### config.mk
export PLATFORM = sky130hd
export DESIGN_NAME = fp8_divider_seq
export DESIGN_NICKNAME = d
export VERILOG_FILES = /design/src/rtl/fp8_pkg.sv /design/src/rtl/fp8_mant_divider.sv /design/src/rtl/fp8_divider_seq.sv
export SDC_FILE = /design/constraint.sdc
export NUM_CORES = 1
export LEC_CHECK = 0
export ABC_AREA = 1
export CAP_MARGIN = 20
export CORE_ASPECT_RATIO = 1.25
export CORE_MARGIN = 8
export CORE_UTILIZATION = 55
export DETAILED_ROUTE_END_ITERATION = 10
export GPL_ROUTABILITY_DRIVEN = 0
export MAX_ROUTING_LAYER = met4
export PLACE_DENSITY_LB_ADDON = 0.1
export SYNTH_ARGS = -nofsm -noshare
export SYNTH_HDL_FRONTEND = slang
export SYNTH_SLANG_ARGS = --single-unit
### constraint.sdc
create_clock -name clk -period 2.7 [get_ports clk]
set_input_delay 0.27 -clock clk [delete_from_list [all_inputs] [get_ports clk]]
set_output_delay 0.27 -clock clk [all_outputs]
set_load 0.005 [all_outputs]
### src/rtl/fp8_pkg.sv
// Shared definitions for the sequential FP8 divider: format fields,
// special encodings and the controller state type.
package fp8_pkg;

    localparam int EXP_BIAS = 7;
    localparam int FP8_W    = 8;
    localparam int EXP_W    = 4;
    localparam int MANT_W   = 3;
    localparam int QUOT_W   = MANT_W + 2;

    localparam logic [7:0] FP8_NAN  = 8'h7F;
    localparam logic [6:0] FP8_INF  = 7'h78;
    localparam logic [6:0] FP8_ZERO = 7'h00;

    typedef enum logic [1:0] {
        IDLE   = 2'd0,
        DIVIDE = 2'd1,
        NORM   = 2'd2,
        DONE   = 2'd3
    } state_t;

endpackage

### src/rtl/fp8_mant_divider.sv
// Iterative restoring divider for the 4-bit significands {1,mant}.
// One quotient bit per cycle, MSB first; five bits after a start pulse,
// giving q = floor(({1,a_mant} << 4) / {1,b_mant}).
module fp8_mant_divider
    import fp8_pkg::*;
(
    input  logic              clk,
    input  logic              rst,
    input  logic              start,
    input  logic [MANT_W-1:0] a_mant,
    input  logic [MANT_W-1:0] b_mant,
    output logic              busy,
    output logic              done,
    output logic [QUOT_W-1:0] q
);

    logic [4:0] rem_q;
    logic [4:0] rem_d;
    logic [4:0] div_q;
    logic [4:0] quo_q;
    logic [2:0] cnt_q;
    logic       busy_q;
    logic       done_q;
    logic       ge_s;
    logic [4:0] diff_s;

    // One restoring step: compare, conditionally subtract, shift left.
    // The remainder after a subtract is below the divisor (<= 14), so the
    // shifted value always fits in five bits.
    always_comb begin
        ge_s   = (rem_q >= div_q);
        diff_s = rem_q;
        if (ge_s) begin
            diff_s = rem_q - div_q;
        end else begin
            diff_s = rem_q;
        end
        rem_d = {diff_s[3:0], 1'b0};
    end

    // Iteration registers: load on start, step while busy, flag completion.
    always_ff @(posedge clk) begin
        if (rst) begin
            rem_q  <= 5'd0;
            div_q  <= 5'd0;
            quo_q  <= 5'd0;
            cnt_q  <= 3'd0;
            busy_q <= 1'b0;
            done_q <= 1'b0;
        end else if (start) begin
            rem_q  <= {2'b01, a_mant};
            div_q  <= {2'b01, b_mant};
            quo_q  <= 5'd0;
            cnt_q  <= 3'd0;
            busy_q <= 1'b1;
            done_q <= 1'b0;
        end else if (busy_q) begin
            rem_q  <= rem_d;
            quo_q  <= {quo_q[3:0], ge_s};
            cnt_q  <= cnt_q + 3'd1;
            if (cnt_q == 3'd4) begin
                busy_q <= 1'b0;
                done_q <= 1'b1;
            end else begin
                busy_q <= 1'b1;
                done_q <= 1'b0;
            end
        end else begin
            done_q <= 1'b0;
        end
    end

    assign busy = busy_q;
    assign done = done_q;
    assign q    = quo_q;

endmodule

### src/rtl/fp8_divider_seq.sv
// Sequential FP8 (1/4/3, bias 7) divider with valid/ready handshakes.
// Special operands resolve straight to DONE; normal operands go through
// five DIVIDE cycles in the mantissa divider and one NORM cycle.
module fp8_divider_seq
    import fp8_pkg::*;
(
    input  logic       clk,
    input  logic       rst,
    input  logic       in_valid,
    output logic       in_ready,
    input  logic [7:0] a,
    input  logic [7:0] b,
    output logic       out_valid,
    input  logic       out_ready,
    output logic [7:0] quotient
);

    localparam logic signed [5:0] BIAS_S = 6'(EXP_BIAS);

    state_t      state_q, state_d;
    logic [2:0]  cnt_q, cnt_d;
    logic [7:0]  quot_q, quot_d;
    logic        out_valid_q;
    logic        s_q, s_d;
    logic [3:0]  ea_q, ea_d;
    logic [3:0]  eb_q, eb_d;

    logic        nan_a_s, nan_b_s, inf_a_s, inf_b_s, zero_a_s, zero_b_s;
    logic        special_s;
    logic        sign_s;
    logic        transfer_s;
    logic        in_ready_s;
    logic        div_start_s;
    logic        div_busy_s;
    logic        div_done_s;
    logic [4:0]  div_q_s;
    logic [7:0]  special_res_s;
    logic [7:0]  norm_res_s;
    logic signed [5:0] exp_s;
    logic [2:0]  mant_s;

    // Priority-ordered result for operand pairs containing a special value.
    function automatic logic [7:0] special_result(
        input logic s,
        input logic nan_a, input logic nan_b,
        input logic inf_a, input logic inf_b,
        input logic zero_a, input logic zero_b
    );
        if (nan_a || nan_b || (zero_a && zero_b) || (inf_a && inf_b)) begin
            return FP8_NAN;
        end else if (inf_a || zero_b) begin
            return {s, FP8_INF};
        end else if (zero_a || inf_b) begin
            return {s, FP8_ZERO};
        end else begin
            return {s, FP8_ZERO};
        end
    endfunction

    fp8_mant_divider u_mant_div (
        .clk    (clk),
        .rst    (rst),
        .start  (div_start_s),
        .a_mant (a[2:0]),
        .b_mant (b[2:0]),
        .busy   (div_busy_s),
        .done   (div_done_s),
        .q      (div_q_s)
    );

    // Operand classification; subnormals are treated as zero.
    always_comb begin
        nan_a_s   = (a[6:3] == 4'hF) && (a[2:0] != 3'd0);
        nan_b_s   = (b[6:3] == 4'hF) && (b[2:0] != 3'd0);
        inf_a_s   = (a[6:3] == 4'hF) && (a[2:0] == 3'd0);
        inf_b_s   = (b[6:3] == 4'hF) && (b[2:0] == 3'd0);
        zero_a_s  = (a[6:3] == 4'h0);
        zero_b_s  = (b[6:3] == 4'h0);
        special_s = nan_a_s | nan_b_s | inf_a_s | inf_b_s | zero_a_s | zero_b_s;
        sign_s    = a[7] ^ b[7];
        special_res_s = special_result(sign_s, nan_a_s, nan_b_s, inf_a_s,
                                       inf_b_s, zero_a_s, zero_b_s);
    end

    // Normalise the 5-bit quotient, rebias the exponent, saturate, truncate.
    always_comb begin
        if (div_q_s[4]) begin
            mant_s = div_q_s[3:1];
            exp_s  = $signed({2'b00, ea_q}) - $signed({2'b00, eb_q}) + BIAS_S;
        end else begin
            mant_s = div_q_s[2:0];
            exp_s  = $signed({2'b00, ea_q}) - $signed({2'b00, eb_q}) + BIAS_S - 6'sd1;
        end
        if (exp_s >= 6'sd15) begin
            norm_res_s = {s_q, FP8_INF};
        end else if (exp_s <= 6'sd0) begin
            norm_res_s = {s_q, FP8_ZERO};
        end else begin
            norm_res_s = {s_q, exp_s[3:0], mant_s};
        end
    end

    // State register.
    always_ff @(posedge clk) begin
        if (rst) begin
            state_q <= IDLE;
        end else begin
            state_q <= state_d;
        end
    end

    // Next-state logic.
    always_comb begin
        state_d = state_q;
        case (state_q)
            IDLE: begin
                if (transfer_s) begin
                    state_d = special_s ? DONE : DIVIDE;
                end else begin
                    state_d = IDLE;
                end
            end
            DIVIDE: begin
                if (cnt_q == 3'd4) begin
                    state_d = NORM;
                end else begin
                    state_d = DIVIDE;
                end
            end
            NORM: begin
                state_d = DONE;
            end
            DONE: begin
                if (out_valid_q && out_ready) begin
                    state_d = IDLE;
                end else begin
                    state_d = DONE;
                end
            end
            default: begin
                state_d = IDLE;
            end
        endcase
    end

    // Output and datapath control: handshake, divider start, step count,
    // operand capture and result selection.
    always_comb begin
        in_ready_s  = (state_q == IDLE) && !rst;
        transfer_s  = in_valid && in_ready_s;
        div_start_s = transfer_s && !special_s;
        if ((state_q == DIVIDE) && div_busy_s) begin
            cnt_d = cnt_q + 3'd1;
        end else begin
            cnt_d = 3'd0;
        end
        if (transfer_s) begin
            s_d  = sign_s;
            ea_d = a[6:3];
            eb_d = b[6:3];
        end else begin
            s_d  = s_q;
            ea_d = ea_q;
            eb_d = eb_q;
        end
        if (transfer_s && special_s) begin
            quot_d = special_res_s;
        end else if ((state_q == NORM) && div_done_s) begin
            quot_d = norm_res_s;
        end else begin
            quot_d = quot_q;
        end
    end

    // Datapath registers; out_valid tracks entry into DONE.
    always_ff @(posedge clk) begin
        if (rst) begin
            cnt_q       <= 3'd0;
            quot_q      <= 8'h00;
            out_valid_q <= 1'b0;
            s_q         <= 1'b0;
            ea_q        <= 4'd0;
            eb_q        <= 4'd0;
        end else begin
            cnt_q       <= cnt_d;
            quot_q      <= quot_d;
            out_valid_q <= (state_d == DONE);
            s_q         <= s_d;
            ea_q        <= ea_d;
            eb_q        <= eb_d;
        end
    end

    assign in_ready  = in_ready_s;
    assign out_valid = out_valid_q;
    assign quotient  = quot_q;

endmodule

* After elaboration in Yosys (flattened, before gate mapping)
Index checks and enable logic that the tools add are counted.
** Operators by class
- $add $sub $neg :: 6
- Magnitude comparators :: 3
- Equal/unequal tests :: 8
- Mux-type cells :: 20
- Bitwise gates (word level) :: 8
- Reduce and logical (&&, ||, !) cells :: 31
** Operators by type and width (number)
- $mux 8 :: 3
- $mux 7 :: 3
- $logic_and 1x1->1 :: 13
- $mux 4 :: 3
- $eq 4x4->1 const B :: 2
- $logic_not 4->1 :: 2
- $mux 2 :: 4
- $pmux 2 s4 :: 1
- $add 3x1->3 const B :: 2
- $add 5x4->6 const B :: 1
- $eq 2x2->1 const B :: 3
- $eq 3x3->1 const B :: 2
- $ge 6x5->1 const B :: 1
- $le 6x1->1 const B :: 1
- $logic_not 3->1 :: 2
- $mux 6 :: 1
- $reduce_bool 3->1 :: 2
- $sub 6x2->6 const B :: 1
- $ge 5x4->1 :: 1
- $or 1x1->1 :: 5
- $sub 4x4->5 :: 1
- $logic_or 1x1->1 :: 4
- $mux 1 :: 4
- $reduce_bool 2->1 :: 2
- other kinds (9) :: 12
** Word-level totals
- Register bits after elaboration :: 42
- Output and inout bits :: 10
- Logic and storage cells :: 90

* Depth between registers and ports, before layout
- Depth in word-level cells :: 11
- Depth in mapped cells :: 18

* Hierarchy
From an unflattened synthesis, not the netlist that was laid out.
** Second synthesis, totals
- Cell total of the unflattened synthesis :: 349
- Area total of the unflattened synthesis :: 2448.6 µm²
** By module, submodules not included
- fp8_divider_seq :: instances 1, cells an instance 227, area each 1529.0 µm²
- fp8_mant_divider :: instances 1, cells an instance 122, area each 919.6 µm²

* Worst setup path after synthesis
OpenSTA, ideal clock, no wires.
- Kind :: reg2reg
- Start :: register ea_q[0]
- End :: register quot_q[3], in the netlist quotient[3]
- Setup time :: 0.123 ns
- Data arrival time :: 2.092 ns
- Required time :: 2.577 ns
- Setup slack :: 0.484 ns
- Stages on the path, launching flop included :: 16
- Clock period less this slack :: 2.216 ns
- Cells stage by stage :: dfxtp_1 > inv_1 > ha_1 > inv_1 > fa_1 > inv_1 > ha_1 > inv_1 > nand2_1 > nand2_1 > nor2_2 > nand3_1 > nor2_2 > nor2_4 > a21oi_2 > a21oi_1
** On the way
- Cells in the longest elaborated chain, start to end :: 9
- Elaborated cells between the ends (all ways) :: 10
- Those cells by class :: add/sub (3); order compare (2); mux (5)
** RTL lines
- from (decl) :: RTL line fp8_divider_seq.sv:25 : logic [3:0] ea_q, ea_d;
- from (signal assigned) :: RTL line fp8_divider_seq.sv:182 : ea_q <= 4'd0;
- from (signal assigned) :: RTL line fp8_divider_seq.sv:189 : ea_q <= ea_d;
- $sub 4x4->5 (*) :: RTL line fp8_divider_seq.sv:89, fp8_divider_seq.sv:92
- $add 5x4->6 (*) :: RTL line fp8_divider_seq.sv:89, fp8_divider_seq.sv:92
- $sub 6x2->6 :: RTL line fp8_divider_seq.sv:92 : exp_s = $signed({2'b00, ea_q}) - $signed({2'b00, eb_q}) + BIAS_S - 6'sd1;
- $mux 6 (*) :: RTL line fp8_divider_seq.sv:87 : if (div_q_s[4]) begin
- $le 6x1->1 :: RTL line fp8_divider_seq.sv:96 : end else if (exp_s <= 6'sd0) begin
- $mux 7 :: RTL line fp8_divider_seq.sv:96
- $mux 7 (*) :: RTL line fp8_divider_seq.sv:94 : if (exp_s >= 6'sd15) begin
- $mux 8 (*) :: RTL line fp8_divider_seq.sv:168 : end else if ((state_q == NORM) && div_done_s) begin
- $mux 8 (*) :: RTL line fp8_divider_seq.sv:166 : if (transfer_s && special_s) begin
- to (signal assigned) :: RTL line fp8_divider_seq.sv:186 : quot_q <= quot_d;
- to (decl) :: RTL line fp8_divider_seq.sv:22 : logic [7:0] quot_q, quot_d;
Every way passes the cells marked *; elsewhere a longest branch is shown, timed or not. The select of a mux whose other input is x is not followed.
A chain may end at the register's enable or synchronous reset.

* Worst setup path after layout
Ends and elaborated chain as after synthesis.

==> run summary <==
The overall die width is ~75 um. The clock skew came out at about 0.0037 ns. The H-tree was split into 2 levels. The sequential element share of the synthesized area is 0.350. The number of buffer cells added on primary ports is 29. The total number of vias is approximately 2200. For this design the static power due to leakage is between 1 and 1.5 nW. The data required time at the worst endpoint is around 2.9 ns. No sink is reached through more buffers than the 2 on the longest clock path. The actual slew at the worst max-slew pin came out at roughly 0.52 ns. The worst pin sits at a relative slew slack of 0.656. The largest single stage delay on the critical path is around 0.41 ns. The CTS root buffer is clkbuf_8. Counting the buffers created by CTS gives 5.

After clock tree synthesis, the setup repair step added 0 buffers. Of the cells placed in the final design, the portion with a size suffix greater than 1 is 0.0763. The global-route wire length before repair came out at between 9000 and 10000 um. The initial antenna violation count is 0. For the final routed database, the setup TNS stands at 0 ns. The maximum clock rate came out at 411 MHz.

The number of ports placed on the die boundary is 30. The peak supply drop came out at 0.331 mV. The number of diodes added for antenna fixing came out at 0. The cell occurring most often along the worst timing path is nand2_1. The number of standard cells after synthesis is around 350. Global routing finished with a remaining overflow of 0.

The vertical die dimension came out at 89.9 um. Setup violations remaining at the end of the flow were counted as 0. The number of placement rows came out at 27. The max-capacitance violation count came out at 0. The portion of the clock cycle consumed by the worst path in the final layout is 0.902. The DRC violation total after the first TritonRoute iteration is 65.

The total placed cells including tap cells came out at 430. The post-cts gate resize count is 0. Dividing the detail-routed via count by the number of cells gives around 5.

The clock input transition at the sequential cells of the worst setup and hold paths is approximately 0.090 ns. Setup repair after global routing left no endpoint under its margin. The post-route non-filler standard cell count came out at about 440. The area of the core is about 4300 um2.

The hold violation count in the final report came out at 0. The average instance in the mapped netlist occupies about 6.9 um2. The detailed placer's ending HPWL came out at between 4000 and 5000 um. The design area came out at 2850 um2. The total routed wirelength came out at 5160 um. The capturing element type of the critical path is a register. The clock latency of the later-clocked register in the worst-skew pair is about 0.29 ns. The worst setup margin came out at between 0.2 and 0.3 ns.

The signed area change from the synthesized netlist to the final layout came out at 18.7%. TritonCTS built the clock tree. The synthesized design contains 42 register bits. The pin count of the biggest net entering global routing is 21. At the placement stage, the worst setup path has a slack of approximately 0.29 ns.

The element type at the critical path start is a register. The count of synthesis-stage warnings from yosys is 0. The initial utilization of the core area, before any placement, comes to 0.560. The global-route usage over all layers came out at 0.169. The ratio of total power to cell area came out at 558 nW/um2. The run finished with clean final reports. The completed layout was analyzed and its total power is around 1.6 mW.

In the routed design, unresolved DRC markers number 0. Traced cell by cell, the critical path runs through inv_1, ha_1, inv_1, fa_1, inv_1, ha_1, nand3_2, nand3_1, nand2_1, nand2_1, nand2_1, nand2_1, nand2_1, a21oi_2, a21oi_1. The worst hold path belongs to the class register to register. The post-synthesis net count is 384. The routed design could run at a clock period as short as roughly 2.4 ns. The arrival time of data at the critical path endpoint came out at 2.62 ns.

At the end of the flow the core is filled with cells to 0.664. The floorplan die area is 6750 um2. After detailed placement, the total cell area comes to about 2800 um2. Final hold analysis gives a worst-case slack of between 0.4 and 0.5 ns. The number of detailed-routing iterations run before antenna repair is 4. In this run the cell area of the synthesized design comes to 2400 um2. The number of global-route vias before repair is 2257.

The count of cell types in the netlist is 33. The number of hold buffers added after CTS was 0. The critical path is of the register to register type. The final max-slew violation count was 0. The average wire per standard cell is roughly 12 um. The slowest stage of the critical path belongs to the cell fa_1. At the end of the flow, the number of nets in the layout was about 420.

The maximum fanout encountered on the critical timing path is 5. The count of nets left with antenna violations once routing finished came out at 0. Counting every sink on the clock net gives 42.
==> flip-flops by register name, indices dropped and copies added (netlist names) <==
signal / cells
quotient: 8
out_valid: 1
state_q: 2
u_mant_div.div_q: 4
u_mant_div.done: 1
s_q: 1
u_mant_div.rem_q: 5
cnt_q: 3
u_mant_div.q: 5
eb_q: 4
ea_q: 4
u_mant_div.busy: 1
u_mant_div.cnt_q: 3
==> cells in the final DEF, fill, tap and decap left out, drive strengths merged, types with 2 or more instances in the layout <==
cell type,synthesis,layout
nand3,28,28
nand2,76,76
a31oi,3,3
o21ai,31,31
nor2,29,29
fa,2,2
ha,14,14
xnor2,2,2
nand4,7,7
clkbuf,5,5
dfxtp,42,42
clkdlybuf4s50,0,29
clkinv,1,2
buf,4,4
nor3,5,5
a21oi,39,39
inv,51,52
==> kinds of logic (layout without fill, tap and decap cells) <==
| family | count (synthesis) | count (layout) | synth area share |
|---|---|---|---|
| AND/OR/NAND/NOR | 148 | 148 | 0.278 |
| buffers and inverters | 61 | 93 | 0.0969 |
| multiplexers | 1 | 1 | 0.00469 |
| AO/OA/AOI/OAI | 77 | 77 | 0.169 |
| adder cells (fa/ha/maj) | 16 | 16 | 0.0896 |
| XOR/XNOR | 3 | 3 | 0.0109 |
| flip-flops | 42 | 42 | 0.350 |
==> metal layers <==
metal,vias to the layer above,share of wire,GRT usage
met5,-,0,-
met4,0,0.022,0.0639
met3,11,0.018,0.0300
met2,20,0.53,0.302
met1,1006,0.43,0.173
li1,1201,-,-
==> Yosys cell counts <==
cell / count / area share
buf_1: 1 / 0.0016
nand2_2: 3 / 0.0078
mux2_2: 1 / 0.0047
o22ai_1: 1 / 0.0026
clkbuf_1: 5 / 0.0078
o211ai_1: 1 / 0.0031
nand2_1: 73 / 0.11
a21oi_1: 37 / 0.077
nand3b_1: 1 / 0.0031
buf_2: 3 / 0.0063
fa_1: 2 / 0.017
ha_1: 14 / 0.073
and2_1: 1 / 0.0026
o31ai_1: 1 / 0.0031
nand4_1: 7 / 0.018
nor3_1: 3 / 0.0063
nand3_2: 2 / 0.0083
xor2_1: 1 / 0.0036
nor3_2: 2 / 0.0083
a21oi_2: 2 / 0.0073
nor2_2: 4 / 0.010
o21ai_0: 31 / 0.065
clkinv_1: 1 / 0.0016
nand3_1: 26 / 0.054
inv_1: 50 / 0.078
xnor2_1: 2 / 0.0073
o41ai_1: 1 / 0.0036
nor2_4: 1 / 0.0047
a31oi_1: 3 / 0.0078
nor2_1: 24 / 0.038
or2_2: 1 / 0.0026
dfxtp_1: 42 / 0.35
inv_2: 1 / 0.0016
==> where the power goes <==
group,switching (mW),internal (mW)
Clock,0.231,0.187
Combinational,0.311,0.189
Sequential,0.0224,0.651
==> final timing paths <==
kind                        start  cells past startpoint                       end  slack [ns]
min reg2reg   cnt_q[0]$_SDFF_PP0_                      1       cnt_q[0]$_SDFF_PP0_        0.45
max reg2reg  ea_q[0]$_SDFFE_PP0P_                     15  quotient[3]$_SDFFE_PP0P_        0.26
min           cnt_q[0]$_SDFF_PP0_                      1       cnt_q[0]$_SDFF_PP0_        0.45
max          ea_q[0]$_SDFFE_PP0P_                     15  quotient[3]$_SDFFE_PP0P_        0.26
==> final cells by class <==
type	count	area (um2)
clock inverter	3	25.0
timing repair buffer	33	320
tap	58	72.6
clock buffer	5	68.8
fill	417	1440
inverter	52	195
sequential	42	841
multi-input combinational	245	1330
==> worst max-delay path: cells and delay by family (launching register included) <==
family	cells	cell delay (ns)
buf+inv	3	0.26
fa+ha+maj	3	0.79
compound gates	2	0.30
flops	1	0.32
simple gates	7	0.66
Note: power is estimated with default switching activity, not from simulation.
==> RTL edit (same settings) <==
Reset style: asynchronous (`rst`), changed in 3 clocked blocks.
--- a/src/rtl/fp8_mant_divider.sv
+++ b/src/rtl/fp8_mant_divider.sv
@@ -39,7 +39,7 @@
     end
 
     // Iteration registers: load on start, step while busy, flag completion.
-    always_ff @(posedge clk) begin
+    always_ff @(posedge clk or posedge rst) begin
         if (rst) begin
             rem_q  <= 5'd0;
             div_q  <= 5'd0;
--- a/src/rtl/fp8_divider_seq.sv
+++ b/src/rtl/fp8_divider_seq.sv
@@ -101,7 +101,7 @@
     end
 
     // State register.
-    always_ff @(posedge clk) begin
+    always_ff @(posedge clk or posedge rst) begin
         if (rst) begin
             state_q <= IDLE;
         end else begin
@@ -173,7 +173,7 @@
     end
 
     // Datapath registers; out_valid tracks entry into DONE.
-    always_ff @(posedge clk) begin
+    always_ff @(posedge clk or posedge rst) begin
         if (rst) begin
             cnt_q       <= 3'd0;
             quot_q      <= 8'h00;
Behaviour: differs if rst is asserted again (counterexample within 4 cycles, from zero or initial values and one cycle with rst high); with rst held inactive, the same outputs for 10 cycles.
==> RTL edit against the unedited design <==
- sequential share of layout area increased by 4.1 points
- via count up 0.63%
- synthesized area grew 7.6%
- setup slack got worse by 140 ps
- design area increased by 9.7%
- sequential cell count did not move
- hold slack lost 160 ps
- fmax decreased by 5.4%
- routed wire length grew 4.3%
- non-clock buffer count stayed put
- critical path type unchanged
Power is left out: the tool's default activity adds up to more than one toggle a clock period on the data nets, which glitch-free logic cannot reach.
==> RTL edit: results (changes against the unedited design) <==
Global routing
  – First-pass GRT wire length: 9310 um (+1.5%)
  – Largest net degree at the start of global routing: 34 (+62%)
  – Vias in the first global route: 2216 (-1.8%)
  – Gr usage total: 16.2% (-0.70 points)

Logic synthesis
  – Post-synthesis cell count: 334 (-4.0%)
  – FFs w/ async S/R, synth: 100% (+100 points)
  – Dominant synthesized flop cell: dfrtp_1
  – Post-synthesis cell type count: 32 (-3.0%)
  – Sequential fraction of the synthesis area: 40.7% (+5.7 points)
  – Most common library cells after synthesis: nand2_1, inv_1, dfrtp_1
  – Top cells by area, synth: dfrtp_1, nand2_1, inv_1
  – Synthesized Nets: 370 (-3.6%)

CTS
  – CTS root buf: clkbuf_8
  – Clock buffer depth: 2 (unchanged)

Finish
  – Final cell count without fillers: 431 (-1.6%)
  – Share of cells above drive strength 1: 12.7% (+5.0 points)
  – Nets: 406 (-2.2%)

Worst setup path
  – Worst r2r src: ea_q[0]$_DFFE_PP0P_
  – Crit path max fanout: 7 (+2)
  – Crit path arrival time: 2750 ps (+130 ps)

Place
  – Area after DPL: 0.00295 mm^2 (+7.1%)
  – Inst Count DP: 422 (-1.9%)
  – HPWL after DPL: 4240 um (+3.2%)

Floorplanning
  – # rows: 28 (+3.7%)

Min path
  – HP Class: primary input to async pin

STA
  – Tightest Pin Transition: 407 ps (-109 ps)
  – Worst Clk Skew: 5.54 ps (+1.79 ps)

Run status
  – Status: finished, final reports clean

Routing
  – Routed vias/inst: 5.23 (+2.3%)
  – Total Routed Length: 5380 um (+4.3%)
  – Iter 0 DRT Violations: 69 (+6.2%)
-- RTL edit: kinds of logic after synthesis --
| logic type | count (synthesis) | synth area share, % |
|---|---|---|
| AOI/OAI and AO/OA | 49 | 11.0 |
| xor gates and xnor gates | 5 | 1.70 |
| adders and majority gates | 16 | 8.33 |
| buffers and inverters | 68 | 9.98 |
| DFF | 42 | 40.7 |
| muxes | 1 | 0.436 |
| and+or+nand+nor | 153 | 27.9 |
-- RTL edit: what timing repair did --
item                       in CTS  in global routing
setup buffers                   0                  1
setup endpoints to repair       0                  7
gates resized for setup         0                 22
-- RTL edit: worst paths after layout --
check / end / slack (ps)
worst max-delay path: quotient[1]$_DFFE_PP0P_ / 120
max in group asynchronous: eb_q[3]$_DFFE_PP0P_ / 1670
worst min-delay path: s_q$_DFFE_PP0P_ / 300
worst max register to register: quotient[1]$_DFFE_PP0P_ / 120
worst min register to register: cnt_q[0]$_DFF_PP0_ / 460
min in group clk: cnt_q[0]$_DFF_PP0_ / 460
-- RTL edit: area by class of cell --
type / instances / area (um^2)
Tap cell: 60 / 75.1
Sequential cell: 42 / 1050
Clock buffer: 7 / 86.3
Timing Repair Buffer: 33 / 320
Inverter: 64 / 240
Multi-Input combinational cell: 224 / 1350
Clock inverter: 1 / 5.00
Fill cell: 409 / 1500
-- RTL edit: layer usage --
metal  track usage [%]  up-vias  wire length (um)
li1                  -     1144                 -
met1              16.8     1065              2190
met2              30.0       35              2950
met3              2.91        8               166
met4              5.52        0                76
met5                 -        -                 0
-- RTL edit: stage by stage --
stage	worst slack [ps]	util (%)	hold WS, ps	setup TNS, ps
final	125	67.6	296	0
after global routing	-2.38	67.6	338	-2.38
after CTS	118	65.8	316	0
after detailed placement	114	63.9	451	0
after global placement	186	63.9	440	0
after floorplan	283	-	421	0
-- RTL edit: critical path, stage by stage, from the launching register on --
cell      delay [ps]
dfrtp_1          380
inv_1             60
ha_2             160
inv_2             50
fa_2             540
inv_2             60
ha_4             260
nand3_1           70
nand3b_1         180
nand3b_4         200
nand2_4          100
nand2_2           50
nand2_2           80
nand2_4           80
nand4_1          120
nand3_1           80
